$ cat src/rtl/pattern_scan_controller_if.sv
// Word-in / result-out handshake bundle plus the link to the neighbouring 1011 detector.
interface pattern_scan_controller_if #(
  parameter int WORD_W = 8,
  parameter int CNT_W  = 4,
  parameter int POS_W  = 3
);
  logic              in_valid;
  logic              in_ready;
  logic [WORD_W-1:0] in_word;
  logic              det_bit;
  logic              det_reset;
  logic              det_out;
  logic              res_valid;
  logic              res_ready;
  logic [CNT_W-1:0]  res_count;
  logic              res_hit;
  logic [POS_W-1:0]  res_first_pos;

  // Controller side: takes words, drives the detector, offers results.
  modport slave (
    input  in_valid, in_word, det_out, res_ready,
    output in_ready, det_bit, det_reset, res_valid, res_count, res_hit, res_first_pos
  );

  // Environment side: word producer, result consumer and detector.
  modport master (
    output in_valid, in_word, det_out, res_ready,
    input  in_ready, det_bit, det_reset, res_valid, res_count, res_hit, res_first_pos
  );
endinterface

$ cat src/rtl/pattern_scan_controller.sv
// Scans one word MSB-first through an external 1011 detector and reports the match count.
// Define PSC_FIRST_POS_EN to also report the bit index of the first match.
module pattern_scan_controller #(
  parameter int WORD_W = 8,
  parameter int CNT_W  = 4,
  parameter int POS_W  = 3
) (
  input logic                       clock,
  input logic                       reset,
  pattern_scan_controller_if.slave  bus
);

  typedef enum logic [1:0] {IDLE, SHIFT, DRAIN, REPORT} state_t;

  localparam logic [POS_W-1:0] LAST = POS_W'(WORD_W - 1);

  state_t            state;
  state_t            state_nxt;
  logic [WORD_W-1:0] sreg;
  logic [POS_W-1:0]  idx;
  logic [CNT_W-1:0]  count;
  logic              hit;
  logic              accept;
  logic              sample;

  function automatic logic [CNT_W-1:0] sat_inc(input logic [CNT_W-1:0] v);
    return (&v) ? v : v + CNT_W'(1);
  endfunction

  always_ff @(posedge clock) begin
    if (reset) state <= IDLE;
    else       state <= state_nxt;
  end

  always_comb begin
    state_nxt = state;
    case (state)
      IDLE:    if (bus.in_valid) state_nxt = SHIFT;
      SHIFT:   if (idx == LAST)  state_nxt = DRAIN;
      DRAIN:                     state_nxt = REPORT;
      REPORT:  if (bus.res_ready) state_nxt = IDLE;
      default:                   state_nxt = IDLE;
    endcase
  end

  always_comb begin
    bus.in_ready  = (state == IDLE);
    bus.det_reset = (state != SHIFT);
    bus.det_bit   = (state == SHIFT) ? sreg[WORD_W-1] : 1'b0;
    bus.res_valid = (state == REPORT);
  end

  // The detector output lags its input by one cycle, so bit j is judged in
  // cycle j+1; the last bit is judged in DRAIN.
  always_comb begin
    accept = (state == IDLE) && bus.in_valid;
    sample = ((state == SHIFT) && (idx != '0)) || (state == DRAIN);
  end

  always_ff @(posedge clock) begin
    if (reset) begin
      sreg  <= '0;
      idx   <= '0;
      count <= '0;
      hit   <= 1'b0;
    end else if (accept) begin
      sreg  <= bus.in_word;
      idx   <= '0;
      count <= '0;
      hit   <= 1'b0;
    end else begin
      if (state == SHIFT) begin
        sreg <= {sreg[WORD_W-2:0], 1'b0};
        idx  <= idx + POS_W'(1);
      end
      if (sample && bus.det_out) begin
        count <= sat_inc(count);
        hit   <= 1'b1;
      end
    end
  end

  assign bus.res_count = count;
  assign bus.res_hit   = hit;

`ifdef PSC_FIRST_POS_EN
  logic [POS_W-1:0] sample_pos;
  logic [POS_W-1:0] first_pos;

  always_comb begin
    sample_pos = (state == DRAIN) ? LAST : idx - POS_W'(1);
  end

  always_ff @(posedge clock) begin
    if (reset || accept)                 first_pos <= '0;
    else if (sample && bus.det_out && !hit) first_pos <= sample_pos;
  end

  assign bus.res_first_pos = first_pos;
`else
  assign bus.res_first_pos = '0;
`endif

endmodule

$ cat src/flat_wrapper.sv
// flat-port wrapper written by rule: the top's interface ports become plain ports
module pattern_scan_controller_flat 
#(
  parameter int WORD_W = 8,
  parameter int CNT_W  = 4,
  parameter int POS_W  = 3
)
  (clock, reset, bus_in_valid, bus_in_word, bus_det_out, bus_res_ready, bus_in_ready, bus_det_bit, bus_det_reset, bus_res_valid, bus_res_count, bus_res_hit, bus_res_first_pos);
  pattern_scan_controller_if #(.WORD_W(WORD_W), .CNT_W(CNT_W), .POS_W(POS_W)) bus_i ();
  input logic clock;
  input logic reset;
  input wire logic [$bits(bus_i.in_valid)-1:0] bus_in_valid;
  input wire logic [$bits(bus_i.in_word)-1:0] bus_in_word;
  input wire logic [$bits(bus_i.det_out)-1:0] bus_det_out;
  input wire logic [$bits(bus_i.res_ready)-1:0] bus_res_ready;
  output wire logic [$bits(bus_i.in_ready)-1:0] bus_in_ready;
  output wire logic [$bits(bus_i.det_bit)-1:0] bus_det_bit;
  output wire logic [$bits(bus_i.det_reset)-1:0] bus_det_reset;
  output wire logic [$bits(bus_i.res_valid)-1:0] bus_res_valid;
  output wire logic [$bits(bus_i.res_count)-1:0] bus_res_count;
  output wire logic [$bits(bus_i.res_hit)-1:0] bus_res_hit;
  output wire logic [$bits(bus_i.res_first_pos)-1:0] bus_res_first_pos;
  assign bus_i.in_valid = bus_in_valid;
  assign bus_i.in_word = bus_in_word;
  assign bus_i.det_out = bus_det_out;
  assign bus_i.res_ready = bus_res_ready;
  assign bus_in_ready = bus_i.in_ready;
  assign bus_det_bit = bus_i.det_bit;
  assign bus_det_reset = bus_i.det_reset;
  assign bus_res_valid = bus_i.res_valid;
  assign bus_res_count = bus_i.res_count;
  assign bus_res_hit = bus_i.res_hit;
  assign bus_res_first_pos = bus_i.res_first_pos;
  pattern_scan_controller #(.WORD_W(WORD_W), .CNT_W(CNT_W), .POS_W(POS_W)) u_core (.clock(clock), .reset(reset), .bus(bus_i));
endmodule
$ cat config.mk
export PLATFORM = sky130hd
export DESIGN_NAME = pattern_scan_controller_flat
export DESIGN_NICKNAME = d
export VERILOG_FILES = /design/src/rtl/pattern_scan_controller_if.sv /design/src/rtl/pattern_scan_controller.sv /design/src/flat_wrapper.sv
export SDC_FILE = /design/constraint.sdc
export NUM_CORES = 1
export LEC_CHECK = 0
export ABC_AREA = 1
export CELL_PAD_IN_SITES_DETAIL_PLACEMENT = 1
export CELL_PAD_IN_SITES_GLOBAL_PLACEMENT = 1
export CORE_MARGIN = 4
export CORE_UTILIZATION = 33
export CTS_CLUSTER_SIZE = 8
export DETAILED_ROUTE_END_ITERATION = 12
export PLACE_DENSITY = 0.84
export SLEW_MARGIN = 25
export SYNTH_ARGS = -nofsm -noshare
export SYNTH_HDL_FRONTEND = slang
export SYNTH_SLANG_ARGS = --single-unit
$ cat constraint.sdc
create_clock -name clock -period 1.5 [get_ports clock]
set_input_delay 0.15 -clock clock [delete_from_list [all_inputs] [get_ports clock]]
set_output_delay 0.15 -clock clock [all_outputs]
set_load 0.1 [all_outputs]
==> flow_summary.yaml <==
power:
  p_clk_share_pct: 12.0
  combPwrFrac_pct: 61.1
  ir_drop_mv: 1.571
  pwr-share-seq_pct: 26.9
  power.leakage_nw: 0.5809
  p_switching_w: 0.001223
  sw_frac_of_total_pct: 47.90
  p_int_w: 0.001330
  power.density_nw_per_um2: 1821
placement:
  io_buffer_count: 21
  dp.cells: 184
  place_congestion: 0.8410
  dp_hpwl_um: 2060
grt:
  gr-total-overflow: 0
  grt_first_pass_wirelength_um: 4581
  grt_usage_pct: 16.62
  grt_pass1_vias: 1065
  grt_antenna_before_repair: 0
  grt_max_degree: 12
finish:
  drive_gt1_share_pct: 23.90
  final_cells: 190
  final_common_cell: "nand2_1"
  multiInputGateArea_um2: 524.3
  nets: 182
  area_delta_synth_final_pct: 47.50
  n_fill_cell: 340
  seq_area_um2: 367.9
  num_antenna_cells: 0
  final_cell_mix: "nand2_1 (28), a21oi_1 (20), inv_1 (14)"
status:
  status: "finished, final reports clean"
sta:
  post-route-period-util_pct: 95.44
  setup_viol: 0
  fin_crit_ns: 1.432
  slew_violations: 0
  fin_skew_ns: 0.003094
  hold_viol_final: 0
  tns_ns: 0
  fmax_ghz: 0.6985
  rsz0062_at_grt: "false"
die:
  start_util_pct: 34.48
  die_h_um: 61.68
  core_area_um2: 2758
  die_w_um: 61.68
  core.rowCount: 19
  io_pins: 25
  fp.dieArea_um2: 3804
detailed_routing:
  antenna_left: 0
  vias: 950
  drtIter0Drc: 18
  vias_per_cell: 5.000
  post-route-drc-count: 0
  wl_um: 2663
  wl_per_cell_um: 14.02
  dr.pass1.iters: 4
cts:
  clk_path_buf_depth: 2
  numCtsBuffers: 3
  clk_pin_slew_ns: 0.11
  h-tree-depth: 1
  cts_tree: "built"
  clock_latency_ns: 0.30
  cts_sinks: 18
  hold_buffers: 0
  cts-root-buf: "clkbuf_4"
worst_setup_path:
  cp-start-kind: "flop"
  required_ns: 1.35
  cp_max_fo: 6
  slowest_stage: "dfxtp_2"
  path_cells: "inv_4 -> ha_4 -> inv_1 -> buf_12 -> buf_12"
  cp_common_cell: "buf_12"
  worstPathArrival_ns: 1.28
  endpoint_kind: "output port"
  crit_type: "reg2out"
  slowest_delay_ns: 0.38
logic_synthesis:
  ys_ff_latch: 18
  avgSynthCellArea_um2: 7.259
  synthDistinctLibCells: 18
  yosysWarnings: 0
  yosysSeqAreaShare_pct: 37.89
  synth_area_um2: 950.9
  synthCells: 131
hold_path:
  hold_class: "in2reg"
job:
  cap_violations: 0
-- state kept, by name (all words and copies together) (netlist names) --
register              flops
u_core.state              2
u_core.idx                3
u_core.sreg               8
u_core.bus.res_hit        1
u_core.bus.res_count      4
-- cells in the mapped netlist --
cell,n,area [µm²]
o21ai_0,7,35.03
nand3_1,8,40.04
nor2_4,1,11.26
dfxtp_1,18,360.4
nor3_1,1,5.000
nand3_2,1,10.01
nand2_1,29,108.9
buf_4,3,22.52
a31oi_1,1,6.260
conb_1,1,3.750
a21oi_1,20,100.1
nor2_1,6,22.52
inv_2,1,3.750
nand2_2,2,12.51
ha_1,9,112.6
buf_2,2,10.01
nand4_1,3,18.77
inv_1,18,67.56
-- what timing repair did --
action,in CTS,in global routing
setup buffers,2,0
setup endpoints to repair,2,12
gates resized for setup,5,4
pin swaps,0,0
-- cells by family (layout without fill, tap and decap cells) --
family                     count (synthesis)  in the layout  share of synthesized area (%)
AOI/OAI and AO/OA                         28             28                          14.87
DFF                                       18             18                          37.90
buffers and inverters                     24             50                          10.92
other                                      1              3                         0.3944
and+or+nand+nor                           51             51                          24.08
adders and majority gates                  9              9                          11.84
-- final cells by class --
type                    instances  share of cell area (%)
multi-input cells              91                   37.38
flip-flops and latches         18                   26.23
repair buffers                 27                   25.51
inverters                      19                   5.531
well taps                      31                   2.765
clock buffers                   4                   2.587
-- critical path, delay by kind of cell, from the launching register on --
family	cells	cell delay, ns
adder cells (fa/ha/maj)	1	0.18
buffers and inverters	4	0.43
flip-flops	1	0.38
-- power groups by stage --
stage                     sequential (W)  clock [W]  combinational [W]
after global placement          0.000665          0            0.00142
after detailed placement        0.000678          0            0.00148
after floorplan                 0.000713          0           0.000930
after CTS                       0.000676   0.000323            0.00156
final                           0.000687   0.000308            0.00156
after global routing            0.000701   0.000342            0.00169
-- metrics by stage --
step	setup WS (ns)	cell area [µm²]	total power (W)	utilization, %	hold WS (ns)
6_report	0.06836	1403	0.002554	50.86	0.4212
5_1_grt	0.01569	1403	0.002737	50.86	0.4121
4_1_cts	0.03147	1399	0.002555	50.73	0.4135
3_5_place_dp	0.07856	1331	0.002160	48.28	0.4605
3_3_place_gp	0.1859	1331	0.002089	48.28	0.4423
2_1_floorplan	0.006866	984.7	0.001643	-	0.2191
-- worst paths after layout --
check             startpoint              to  slack, ns  cells after the start
max          u_core.state[1]   bus_det_reset       0.07                      5
min           bus_in_word[0]  u_core.sreg[0]       0.42                      3
max reg2reg  u_core.state[1]  u_core.sreg[5]       0.15                      7
min reg2reg   u_core.sreg[6]  u_core.sreg[7]       0.47                      2
-- layer usage --
metal	share of wire (%)	GRT usage, %
met5	0	0
met4	3.5	10.30
met3	4.5	2.516
met2	56	32.29
met1	36	15.97
Power figures use the tool's default switching activity.
==> RTL change (config.mk and constraints unchanged) <==
`WORD_W` is set to 8 in 3 places; all go to 6.
--- a/src/rtl/pattern_scan_controller_if.sv
+++ b/src/rtl/pattern_scan_controller_if.sv
@@ -1,5 +1,5 @@
 // Word-in / result-out handshake bundle plus the link to the neighbouring 1011 detector.
 interface pattern_scan_controller_if #(
-  parameter int WORD_W = 8,
+  parameter int WORD_W = 6,
   parameter int CNT_W  = 4,
   parameter int POS_W  = 3
--- a/src/rtl/pattern_scan_controller.sv
+++ b/src/rtl/pattern_scan_controller.sv
@@ -2,5 +2,5 @@
 // Define PSC_FIRST_POS_EN to also report the bit index of the first match.
 module pattern_scan_controller #(
-  parameter int WORD_W = 8,
+  parameter int WORD_W = 6,
   parameter int CNT_W  = 4,
   parameter int POS_W  = 3
--- a/src/flat_wrapper.sv
+++ b/src/flat_wrapper.sv
@@ -2,5 +2,5 @@
 module pattern_scan_controller_flat 
 #(
-  parameter int WORD_W = 8,
+  parameter int WORD_W = 6,
   parameter int CNT_W  = 4,
   parameter int POS_W  = 3
Ports: changed (resized bus_in_word); port bits go from 25 to 23. The function was not compared with the original's and may differ.
==> RTL change against the unedited design <==
  * Sequential cell count decreased by 2
  * Count of clock-buffer cells in the layout stayed put
  * Worst setup slack got worse by 0.022 ns
  * Synthesized cell count decreased by 9.2%
  * Wire length fell by 19%
  * Total power fell by 6.1%
  * Area after synthesis down 6.3%
  * Worst hold slack gained 0.054 ns
  * Cell count shrank 9.5%
  * Sequential power is 9.8% lower
  * Design area decreased by 8.7%
  * Clock skew fell by 0.0012 ns
  * Largest cell class unchanged
  * Highest routed layer unchanged
==> RTL change: results (changes against the unedited design) <==
drt-total-wl_um: 2160  # -19%
track_usage_pct: 13.7  # -2.9 points
worstHoldPathType: "reg -> reg"
routabilityCongestion: 0.777  # -7.6%
dpl.cell_count: 167  # -9.2%
synth_area_leaders: "dfxtp_1, ha_1, nand2_1"
synth_fa_ha_area_share_pct: 12.6  # +0.80 points
grt_pass1_wl_um: 3680  # -20%
path_max_fanout: 9  # +3
synth_cells: 119  # -9.2%
fin_nets: 163  # -10%
timing.hold.ws_ns: 0.475  # +0.0541 ns
final_cell_area_um2: 1280  # -8.7%
crit_slowest_cell: "dfxtp_2"
final_cell_count_no_fill: 172  # -9.5%
cp.arrival_ns: 1.30  # +0.02 ns
vdd_drop_max_mv: 1.09  # -31%
pre_cts_ws_ns: 0.128  # +0.0493 ns
placed_cell_area_um2: 1210  # -9.3%
cp_slowest_stage_delay_ns: 0.36  # -0.02 ns
synth_xor_area_share_pct: 0.983  # +0.98 points
final_layout_size_suffix_gt1_share_pct: 26.1  # +2.2 points
grt_pass1_vias: 872  # -18%
io_buffers: 19  # -9.5%
status: "finished clean"
synth_cell_types: 20  # +2
synth_mux_area_share_pct: 0  # unchanged
synth_compound_area_share_pct: 14.9  # +0.019 points
fin_skew_ns: 0.00194  # -0.00115 ns
drt_iter0_drc: 11  # -7
dr_total_vias: 820  # -14%
power_leakage_uw: 0.000525  # -9.6%
nFillCells: 320  # -5.9%
dpl.hpwl_um: 1690  # -18%
yosysSeqAreaShare_pct: 36.0  # -1.9 points
RTL change: cell count changes in the layout (fill, tap and decap cells not counted), sizes merged, moves of 2 or more:
cell / change
buf: -4
nand3: -4
a21oi: -3
nand2: -3
clkdlybuf4s50: -2
dfxtp: -2
RTL change: what timing repair did:
item | CTS | global route
setup endpoints to repair | 2 | 9
buffers inserted | 1 | 0
cloned | 0 | 0
gates resized for setup | 5 | 4
RTL change: cell type report:
type	count	area share, %
multi-input combinational	83	39.1
sequential	16	25.6
timing repair buffer	21	23.4
inverter	18	6.16
tap	30	2.93
clock buffer	4	2.83
RTL change: where the power goes:
part	internal (uW)	switching (uW)	total [uW]
Combinational	520	963	1480
Clock	148	148	296
Sequential	533	87.0	620
Total	1200	1200	2400
RTL change: kinds of logic after synthesis:
family	count (synthesis)
flip-flops	16
other	1
AO/OA/AOI/OAI	26
AND/OR/NAND/NOR	44
adder cells (fa/ha/maj)	9
XOR/XNOR	1
buffers and inverters	22
RTL change: metal layers:
metal	vias up	global-route usage (%)	part of all wire (%)
met5	-	0	0
met4	0	8.23	2.6
met3	6	2.81	6.2
met2	22	22.8	48
met1	372	16.0	43
li1	420	-	-
RTL change: worst max-delay path: cells and delay by family, from the launching register on:
family	cells	cell delay [ns]
buffers and inverters	4	0.47
adders and majority gates	1	0.18
DFF	1	0.36
RTL change: how the worst min path moves through the flow:
stage                   startpoint                 endpoint  cells past startpoint
floorplan                    reset  u_core.bus.res_count[2]                      3
global placement    u_core.sreg[3]           u_core.sreg[4]                      2
detailed placement  u_core.sreg[3]           u_core.sreg[4]                      2
CTS                 u_core.sreg[0]           u_core.sreg[1]                      2
global route        u_core.sreg[0]           u_core.sreg[1]                      2
finish              u_core.sreg[3]           u_core.sreg[4]                      2
